## src/rtl/mul_serial_mac.sv

```systemverilog
// Bit-serial signed multiply-accumulate, BPC multiplier bits per cycle.
// Finished sum is offered on a valid/ready port; accumulator chains across ops.
module mul_serial_mac #(
    parameter int WIDTH = 16,
    parameter int BPC   = 1,
    parameter int GUARD = 4,
    localparam int ACC_W = 2 * WIDTH + GUARD
) (
    input  logic             clk,
    input  logic             rst_n,
    input  logic             clr,
    input  logic             i_valid,
    output logic             i_ready,
    input  logic             i_acc,
    input  logic [WIDTH-1:0] i_data0,
    input  logic [WIDTH-1:0] i_data1,
    output logic             o_valid,
    input  logic             o_ready,
    output logic [ACC_W-1:0] o_data,
    output logic             o_busy
);

    localparam int N  = WIDTH / BPC;
    localparam int CW = (N > 1) ? $clog2(N) : 1;
    localparam logic [CW-1:0] LAST = CW'(N - 1);

    localparam logic [1:0] S_IDLE = 2'd0;
    localparam logic [1:0] S_BUSY = 2'd1;
    localparam logic [1:0] S_DONE = 2'd2;

    if (!(BPC == 1 || BPC == 2 || BPC == 4) || (WIDTH % BPC) != 0) begin : g_bad_cfg
        $error("mul_serial_mac: BPC must be 1, 2 or 4 and divide WIDTH");
    end

    logic [1:0]              state;
    logic [CW-1:0]           cnt;
    logic [WIDTH-1:0]        mplier;
    logic signed [WIDTH-1:0] mcand;
    logic [ACC_W-1:0]        acc;

    logic [BPC-1:0]            raw;
    logic signed [BPC:0]       digit;
    logic signed [WIDTH+BPC:0] pp;
    logic signed [ACC_W-1:0]   ppx;
    logic [ACC_W-1:0]          addend;

    // Current digit times multiplicand, weighted by its bit position;
    // only the top digit carries the two's-complement sign weight.
    always_comb begin
        raw    = mplier[int'(cnt) * BPC +: BPC];
        digit  = (cnt == LAST) ? {raw[BPC-1], raw} : {1'b0, raw};
        pp     = digit * mcand;
        ppx    = ACC_W'(pp);
        addend = ppx << (int'(cnt) * BPC);
    end

    // Handshake FSM, digit counter and accumulator update.
    always_ff @(posedge clk or negedge rst_n) begin
        if (!rst_n) begin
            state  <= S_IDLE;
            cnt    <= '0;
            acc    <= '0;
            mplier <= '0;
            mcand  <= '0;
        end else if (clr) begin
            state <= S_IDLE;
            cnt   <= '0;
            acc   <= '0;
        end else begin
            unique case (1'b1)
                (state == S_IDLE): begin
                    if (i_valid) begin
                        mplier <= i_data0;
                        mcand  <= i_data1;
                        cnt    <= '0;
                        state  <= S_BUSY;
                        if (!i_acc) begin
                            acc <= '0;
                        end
                    end
                end
                (state == S_BUSY): begin
                    acc <= acc + addend;
                    cnt <= cnt + 1'b1;
                    if (cnt == LAST) begin
                        state <= S_DONE;
                    end
                end
                (state == S_DONE): begin
                    if (o_ready) begin
                        state <= S_IDLE;
                    end
                end
                default: state <= S_IDLE;
            endcase
        end
    end

    assign i_ready = (state == S_IDLE);
    assign o_valid = (state == S_DONE);
    assign o_busy  = (state == S_BUSY);
    assign o_data  = acc;

endmodule

```

## config.mk

```make
export PLATFORM = sky130hd
export DESIGN_NAME = mul_serial_mac
export DESIGN_NICKNAME = d
export VERILOG_FILES = /design/src/rtl/mul_serial_mac.sv
export SDC_FILE = /design/constraint.sdc
export NUM_CORES = 1
export LEC_CHECK = 0
export ABC_AREA = 1
export BUFFER_PORTS_ARGS = -buffer_cell sky130_fd_sc_hd__buf_2
export CORE_ASPECT_RATIO = 0.6
export CORE_MARGIN = 2
export CORE_UTILIZATION = 60
export DETAILED_ROUTE_END_ITERATION = 10
export PLACE_DENSITY = 0.92
export SYNTH_ARGS = -nofsm -noshare
export SYNTH_HDL_FRONTEND = slang
export SYNTH_SLANG_ARGS = --single-unit
```

## constraint.sdc

```tcl
create_clock -name clk -period 6.9 [get_ports clk]
set_input_delay 1.725 -clock clk [delete_from_list [all_inputs] [get_ports clk]]
set_output_delay 1.725 -clock clk [all_outputs]
set_load 0.02 [all_outputs]
```

==> results_dict.tcl <==
set metrics [dict create \
    first_pass_iters 5 \
    synth_cell_types 46 \
    via_per_inst 5.79 \
    synth_ff_type "dfrtp_1" \
    peakVddDrop_mv 0.167 \
    finalMaxSlewViolations 0 \
    num_antenna_cells 0 \
    fin_nets 1307 \
    finClkSkew_ns 0.0138 \
    h-tree-depth 3 \
    layout_setup_ws_ns 0.482 \
    fin_crit_sh_pct 93.0 \
    yosys.area.top_type "dfrtp_1" \
    mappedNetlistArea_um2 7270 \
    drive_above_1_share_pct 10.8 \
    insertion_delay_ns 0.36 \
    max_stage_delay_ns 0.53 \
    cts_setup_buffers 0 \
    syn_inst 1137 \
    rows 31 \
    wl_um 21300 \
    crit_type "flop to flop" \
    ys_top_cells_by_area "dfrtp_1 25%, nand2_1 15%, ha_1 12%" \
    port_buffers 76 \
    setup_viol 0 \
    fin_crit_ns 6.42 \
    worstPathArrival_ns 6.70 \
    place_ws_ns 0.551 \
    die_x_um 146 \
    worstMarginPinSlew_ns 1.05 \
    synthTopCellsByCount "298 x nand2_1, 152 x nor2_1, 124 x inv_1" \
    outcome "finished clean" \
    synth_edf_count 0 \
    yosys.area.top_type_share_pct 25.5 \
    grt_usage_pct 33.8 \
    drt_iter0_markers 934 \
    cp_max_fo 22 \
    drt_drc_violations_left 0 \
    syn_avg_cell_area_um2 6.40 \
    clockRootBuffer "clkbuf_16" \
    cts_tree "built" \
    rsz0062_at_grt "false" \
    start_util_pct 60.9 \
    fin_setup_tns_ns 0 \
    synth.most_common_cell "nand2_1" \
    max_freq_mhz 156 \
    clkSinkCount 74 \
    cp_common_cell "nand2_1" \
    p_leak_nw 4.48 \
    synth_nets 1246 \
    antenna_left 0 \
    wl_per_cell_um 15.5 \
    hp-class "flop to flop" \
    nFillCells 1053 \
    antenna_found_initial 0 \
    gp_congestion 1.05 \
    yosysSeqAreaShare_pct 25.5 \
    overflow 0 \
    p_per_area_nw_per_um2 292 \
    rrSetupSlack_ns 0.48 \
    endpoint_kind "flop" \
    cts_buffers 9 \
    grt_pass1_vias 6901 \
    grt_pass1_wl_um 34900 \
    ios 77 \
    clockBufferDepth 2 \
    hold_viol_final 0 \
    crit_path_start_kind "flop" \
    cap_violations 0 \
    hold_slack_ns 0.507 \
    syn2layout_area_growth_pct 11.4 \
    routed-via-count 7927 \
    slew_headroom_pct 30.0 \
    dp_hpwl_um 16400 \
    yosysWarnings 0 \
    chipHeight_um 89.3 \
    async_flop_share_pct 100 \
    grt_start_max_net_pins 75 \
    ys_seq_elements 74 \
    die_area_um2 13000 \
    required_ns 7.18 \
    critical-path-slowest-cell "dfrtp_1" \
    core_um2 11900 \
    clk_pin_slew_ns 0.07 \
]
==> path summary, 6_finish.rpt <==
check	start	endpoint	cells after the start
worst max-delay path	cnt[0]$_DFFE_PN0P_	o_data[25]$_DFFE_PN0P_	33
worst min-delay path	o_data[23]$_DFFE_PN0P_	o_data[23]$_DFFE_PN0P_	2
worst max register to register	cnt[0]$_DFFE_PN0P_	o_data[25]$_DFFE_PN0P_	33
worst min register to register	o_data[23]$_DFFE_PN0P_	o_data[23]$_DFFE_PN0P_	2
max in group asynchronous	rst_n	cnt[2]$_DFFE_PN0P_	1
min in group asynchronous	rst_n	mcand[9]$_DFFE_PN0P_	1
==> area by class of cell <==
type / count / area (um^2) / area share [%]
clock buffers: 9 / 225 / 2.78
clock inverters: 7 / 85.1 / 1.05
well taps: 165 / 206 / 2.55
multi-input cells: 902 / 4810 / 59.4
flip-flops and latches: 74 / 1850 / 22.9
inverters: 127 / 477 / 5.88
repair buffers: 84 / 443 / 5.47
==> state kept, by name, indices dropped and copies added (netlist names) <==
| register | cells |
|---|---|
| state | 2 |
| mplier | 16 |
| mcand | 16 |
| o_data | 36 |
| cnt | 4 |
==> routing by layer <==
layer  GRT usage [%]  routed length, um  vias up
met3            11.3               3010       22
met1            51.6              10100     3590
met5               0                  0        -
met4            6.00                191        0
li1                -                  -     3874
met2            46.1               7960      441
==> metrics by stage <==
step	total power, mW	area [um^2]	utilization (%)	std cells
after floorplan	1.47	7270	-	1137
after global placement	1.80	7790	65.2	1352
after detailed placement	1.81	7790	65.2	1352
after CTS	2.33	8100	67.8	1368
after global routing	2.55	8100	67.8	1368
final	2.37	8100	67.8	1368
==> cells in the final DEF, fill, tap and decap left out, drive strengths merged, types with 2 or more instances in the layout <==
cell,Yosys,routed
nand3,103,103
nand4,9,9
nand2,302,302
nor2,154,154
a22o,2,2
buf,12,84
a21oi,91,91
clkinv,0,3
a31oi,4,4
clkbuf,22,9
a32o,4,4
xnor2,6,6
dfrtp,74,74
xor2,8,8
a21o,7,7
o211ai,4,4
a221oi,3,3
nor3,6,6
ha,68,68
inv,127,130
mux2,3,3
or2,5,5
a21boi,3,3
o21bai,8,8
o21ai,102,102
fa,3,3
==> cell families after synthesis <==
logic type / share of synthesized area, %
xor+xnor: 1.69
simple gates: 33.3
fa+ha+maj: 12.5
compound gates: 17.9
mux: 0.602
buf+inv: 8.55
flops: 25.5
==> critical path, delay by kind of cell (launching register included) <==
family          cells  cell delay (ns)
fa+ha+maj           4             1.28
xor+xnor            1             0.16
buf+inv             3             0.82
simple gates       15             1.49
flops               1             0.53
compound gates     10             2.06
==> report_power, final <==
part / leakage, nW / total (mW) / internal [mW] / switching (mW)
registers: 0.917 / 0.578 / 0.512 / 0.0654
clock network: 0.153 / 0.514 / 0.288 / 0.226
logic: 3.41 / 1.28 / 0.409 / 0.870
==> what timing repair did <==
action                     in CTS  in global routing
resized for setup               0                  3
hold buffers                    0                  0
setup endpoints to repair       0                 10
(Power assumes the default switching activity.)
